## config.mk

```make
export PLATFORM = sky130hd
export DESIGN_NAME = mem_port_arbiter
export DESIGN_NICKNAME = d
export VERILOG_FILES = /design/src/rtl/mem_port_arbiter.sv
export SDC_FILE = /design/constraint.sdc
export NUM_CORES = 1
export LEC_CHECK = 0
export ABC_AREA = 1
export CAP_MARGIN = 15
export CORE_MARGIN = 2
export CORE_UTILIZATION = 40
export CTS_BUF_LIST = sky130_fd_sc_hd__clkbuf_16
export CTS_CLUSTER_DIAMETER = 40
export DETAILED_ROUTE_END_ITERATION = 16
export GPL_ROUTABILITY_DRIVEN = 0
export GPL_TIMING_DRIVEN = 0
export HOLD_SLACK_MARGIN = 0.1
export PLACE_DENSITY_LB_ADDON = 0.08
export SYNTH_ARGS = -nofsm -noshare
export SYNTH_HDL_FRONTEND = slang
export SYNTH_SLANG_ARGS = --single-unit
export TNS_END_PERCENT = 30
```

## constraint.sdc

```tcl
create_clock -name clk_i -period 1.7 [get_ports clk_i]
set_input_delay 0.425 -clock clk_i [delete_from_list [all_inputs] [get_ports clk_i]]
set_output_delay 0.425 -clock clk_i [all_outputs]
set_load 0.05 [all_outputs]
```

## src/rtl/mem_port_arbiter.sv

```systemverilog
// Arbitrates one single-ported, variable-latency memory between the fetch port
// and the data port. Data wins unless a fetch has been passed over STARVE_MAX times.
module mem_port_arbiter #(
    parameter int ADDR_W     = 32,
    parameter int DATA_W     = 32,
    parameter int STARVE_MAX = 4    // legal range 1..15
) (
    input  logic              clk_i,
    input  logic              rst_i,

    input  logic              if_req_i,
    input  logic [ADDR_W-1:0] if_addr_i,
    output logic [DATA_W-1:0] if_data_o,
    output logic              if_ready_o,

    input  logic              dm_read_i,
    input  logic              dm_write_i,
    input  logic [ADDR_W-1:0] dm_addr_i,
    input  logic [DATA_W-1:0] dm_wdata_i,
    output logic [DATA_W-1:0] dm_rdata_o,
    output logic              dm_ready_o,

    output logic              if_stall_o,
    output logic              dm_stall_o,

    output logic              mem_req_o,
    output logic              mem_we_o,
    output logic [ADDR_W-1:0] mem_addr_o,
    output logic [DATA_W-1:0] mem_wdata_o,
    input  logic [DATA_W-1:0] mem_rdata_i,
    input  logic              mem_ack_i
);

    typedef enum logic [1:0] {
        IDLE   = 2'd0,
        BUS_IF = 2'd1,
        BUS_DM = 2'd2,
        RESP   = 2'd3
    } state_t;

    localparam logic [3:0] STARVE_LIM = 4'(STARVE_MAX);

    state_t     state;
    state_t     state_nxt;
    logic [3:0] starve_cnt;
    logic       dm_pend;
    logic       grant_dm;
    logic       grant_if;

    assign dm_pend    = dm_read_i | dm_write_i;
    assign mem_req_o  = (state == BUS_IF) || (state == BUS_DM);
    assign if_stall_o = if_req_i & ~if_ready_o;
    assign dm_stall_o = dm_pend & ~dm_ready_o;

    // NOTE: every signal driven here gets a default first, so no path can
    // leave it unassigned and infer a latch.
    always_comb begin
        state_nxt = state;
        grant_dm  = 1'b0;
        grant_if  = 1'b0;
        case (state)
            IDLE: begin
                if (dm_pend && (!if_req_i || starve_cnt < STARVE_LIM)) begin
                    grant_dm  = 1'b1;
                    state_nxt = BUS_DM;
                end else if (if_req_i) begin
                    grant_if  = 1'b1;
                    state_nxt = BUS_IF;
                end
            end
            BUS_IF, BUS_DM: begin
                if (mem_ack_i) state_nxt = RESP;
            end
            RESP:    state_nxt = IDLE;
            default: state_nxt = IDLE;
        endcase
    end

    // NOTE: sequential state uses non-blocking assignments so every register
    // samples the pre-edge values, independent of statement order.
    always_ff @(posedge clk_i) begin
        if (rst_i) begin
            state       <= IDLE;
            starve_cnt  <= 4'd0;
            mem_we_o    <= 1'b0;
            mem_addr_o  <= '0;
            mem_wdata_o <= '0;
            if_data_o   <= '0;
            dm_rdata_o  <= '0;
            if_ready_o  <= 1'b0;
            dm_ready_o  <= 1'b0;
        end else begin
            state      <= state_nxt;
            if_ready_o <= (state == BUS_IF) && mem_ack_i;
            dm_ready_o <= (state == BUS_DM) && mem_ack_i;

            if (grant_dm) begin
                mem_addr_o  <= dm_addr_i;
                mem_wdata_o <= dm_wdata_i;
                mem_we_o    <= dm_write_i;
                // Count only data grants that made a waiting fetch lose.
                if (if_req_i && starve_cnt < STARVE_LIM)
                    starve_cnt <= starve_cnt + 4'd1;
            end

            if (grant_if) begin
                mem_addr_o <= if_addr_i;
                mem_we_o   <= 1'b0;
                starve_cnt <= 4'd0;
            end

            if (state == BUS_IF && mem_ack_i)
                if_data_o <= mem_rdata_i;
            // Write completions must not disturb the last read result.
            if (state == BUS_DM && mem_ack_i && !mem_we_o)
                dm_rdata_o <= mem_rdata_i;
        end
    end

endmodule
```

==> results.py <==
metrics = {
    "outcome": {
        "outcome": "finished clean",
    },
    "worst_setup_path": {
        "critPathLaunch": "dm_write_i",
        "worstPathCellList": "clkdlybuf4s50_1 > inv_2 > a21oi_2 > buf_6",
        "worst_ep_required_time_ps": 1270,
        "end_kind": "output port",
        "critPathLaunchType": "input pin",
        "reg2reg_from": "state[1]",
        "path_max_fanout": 2,
        "cp_slowest_cell": "clkdlybuf4s50_1",
        "cp.arrival_ps": 1250,
        "cpPeakStageDelay_ps": 470,
        "crit_type": "in -> out",
    },
    "cells_and_area": {
        "finalNonFillerCells": 1202,
        "utilization_pct": 65.1,
        "n_antenna_cell": 0,
        "area_delta_synth_final_pct": 59.4,
        "layout_common_cells": "139 x nor2_1, 135 x dfxtp_1, 131 x clkdlybuf4s50_1",
        "fin_nets": 1153,
        "final_common_cell": "nor2_1",
        "final_layout_size_suffix_gt1_share_pct": 17.9,
    },
    "synthesis": {
        "synth_top_area_share_pct": 50.7,
        "yosysTopAreaCell": "dfxtp_1",
        "post_synth_num_cell_types": 20,
        "synth_warnings": 0,
        "ys_top_cells_by_area": "dfxtp_1 51%, nor2_1 9.7%, o21ai_0 9.3%, nand3_1 5.9%, nand2_1 5.4%",
        "ys_ff_latch": 137,
        "ys_seq_area_share_pct": 50.7,
        "syn-num-nets": 866,
        "netlist_area_um2": 5410,
        "syn_inst": 728,
        "synth_area_per_cell_um2": 7.43,
    },
    "routing": {
        "wl_per_cell_um": 14.4,
        "route.antenna.remaining_nets": 0,
        "top_layer": "met4",
        "drc": 0,
        "drt-met1-wl_mm": 6.99,
        "met2RoutedLength_mm": 8.62,
        "drt_iter0_markers": 216,
        "totalWireLength_mm": 17.3,
        "dr.pass1.iters": 4,
        "vias_per_cell": 4.75,
        "dr_wl_met3_mm": 1.39,
        "route.vias.total": 5714,
    },
    "sta": {
        "hold_viol_final": 0,
        "whs_ps": 443,
        "drv_slew": 0,
        "setup_violations": 0,
        "layout_worst_path_cycle_share_pct": 98.5,
        "rsz0062_at_grt": "yes",
        "fin_crit_ps": 1680,
        "fin_skew_ps": 11.5,
        "relSlewSlack_pct": 66.0,
        "worst-slew-pin-transition_ps": 512,
        "clock.fmax_mhz": 597,
        "worst_slack_ps": 24.9,
    },
    "cts": {
        "clkTransAtPathRegs_ps": 60,
        "h-tree-depth": 4,
        "cts_tree": "built",
        "clk_latency_ps": 410,
        "ctsHoldBuffers": 0,
        "cts_buffer_depth": 2,
        "cts_sinks": 137,
        "cts_root_buf": "clkbuf_16",
        "numCtsBuffers": 17,
    },
    "place": {
        "place_inst": 1171,
        "pre_cts_ws_ps": -799,
        "port_buffers": 267,
        "dp_hpwl_mm": 12.5,
    },
    "power_and_ir_drop": {
        "irDropWorstVdd_v": 0.000897,
        "total_power_mw": 15.2,
        "power.leakage_nw": 3.94,
        "powerDensity_nw_per_um2": 1770,
    },
    "global_route": {
        "grt_max_degree": 17,
        "grt_overflow": 0,
        "first_global_vias": 5403,
        "track_usage_pct": 23.8,
        "antenna_found_initial": 0,
        "grt_pass1_wl_mm": 27.1,
    },
    "floorplanning": {
        "rows": 42,
        "start_util_pct": 40.8,
        "dieArea_um2": 14500,
        "io_pins": 268,
        "die_w_um": 120,
        "core_um2": 13200,
        "fp.dieH_um": 120,
    },
    "hold_path": {
        "hold_class": "reg -> reg",
        "hold_start": "mem_wdata_o[19]",
    },
    "run": {
        "cap_violations": 0,
    },
}
[power by group]
| group | internal [mW] | leakage [nW] | switching [mW] |
|---|---|---|---|
| clock network | 2.11 | 0.277 | 1.35 |
| registers | 4.04 | 1.13 | 0.393 |
| logic | 2.09 | 2.54 | 5.27 |
[synthesized netlist by cell type]
library cell    n
a21oi_4         1
nand2_4         1
o21ai_4         1
inv_1          74
o21ai_2         1
buf_1           5
o21ai_0       100
xor2_1          1
clkbuf_1       32
buf_4           3
dfxtp_1       137
buf_2          13
ha_1            4
inv_2           3
nand2_1        78
nand3_2         1
nor2_1        140
a21oi_1        35
nand3_1        64
nand4_1        34
[layout make-up]
class	instances	area [um2]
sequential	137	2750
timing repair buffer	268	2390
tap	176	220
buffer	53	260
clock inverter	13	115
fill	1239	4630
clock buffer	17	425
multi-input combinational	461	2170
inverter	77	289
[per-stage QoR]
step / instance area [um2] / setup TNS (ps)
after floorplan: 5410 / 0
after global placement: 8300 / -42570
after detailed placement: 8300 / -43570
after CTS: 8900 / 0
after global routing: 8620 / -271
final: 8620 / 0
[registers in the layout, summed over array words and instances, names as in the netlist]
name         cells
state            2
mem_we_o         1
mem_addr_o      32
starve_cnt       4
dm_ready_o       1
dm_rdata_o      32
if_ready_o       1
if_data_o       32
mem_wdata_o     32
[kinds of logic (layout without fill, tap and decap cells)]
family                   after synthesis  count (layout)  synth area share (%)
AO/OA/AOI/OAI                        138             138                  13.3
XOR/XNOR                               1               1                 0.162
adder cells (fa/ha/maj)                4               4                 0.926
buffers and inverters                130             428                  9.53
flip-flops                           137             137                  50.7
AND/OR/NAND/NOR                      318             318                  25.4
[worst max-delay path, delay by kind of cell]
family          cells  cell delay [ps]
compound gates      1              130
buf+inv             3              700
[what timing repair did]
action                                  CTS  global route
pin swaps                                 1             1
buffers inserted                          1             0
endpoints found under the setup margin  164           180
endpoints found under the hold margin     0             0
gates cloned                              0             0
resized for setup                       316           125
[layer usage]
layer	global-route usage (%)	vias to the layer above
met4	8.43	0
met5	0	-
met3	8.73	18
met2	40.8	167
met1	27.2	2601
li1	-	2928
[final timing paths]
check	end	slack, ps	depth (start not counted)
max	dm_stall_o	20	4
min	mem_wdata_o[19]	440	2
max reg2reg	if_data_o[23]	140	7
min reg2reg	mem_wdata_o[19]	440	2
Power figures use the tool's default switching activity.
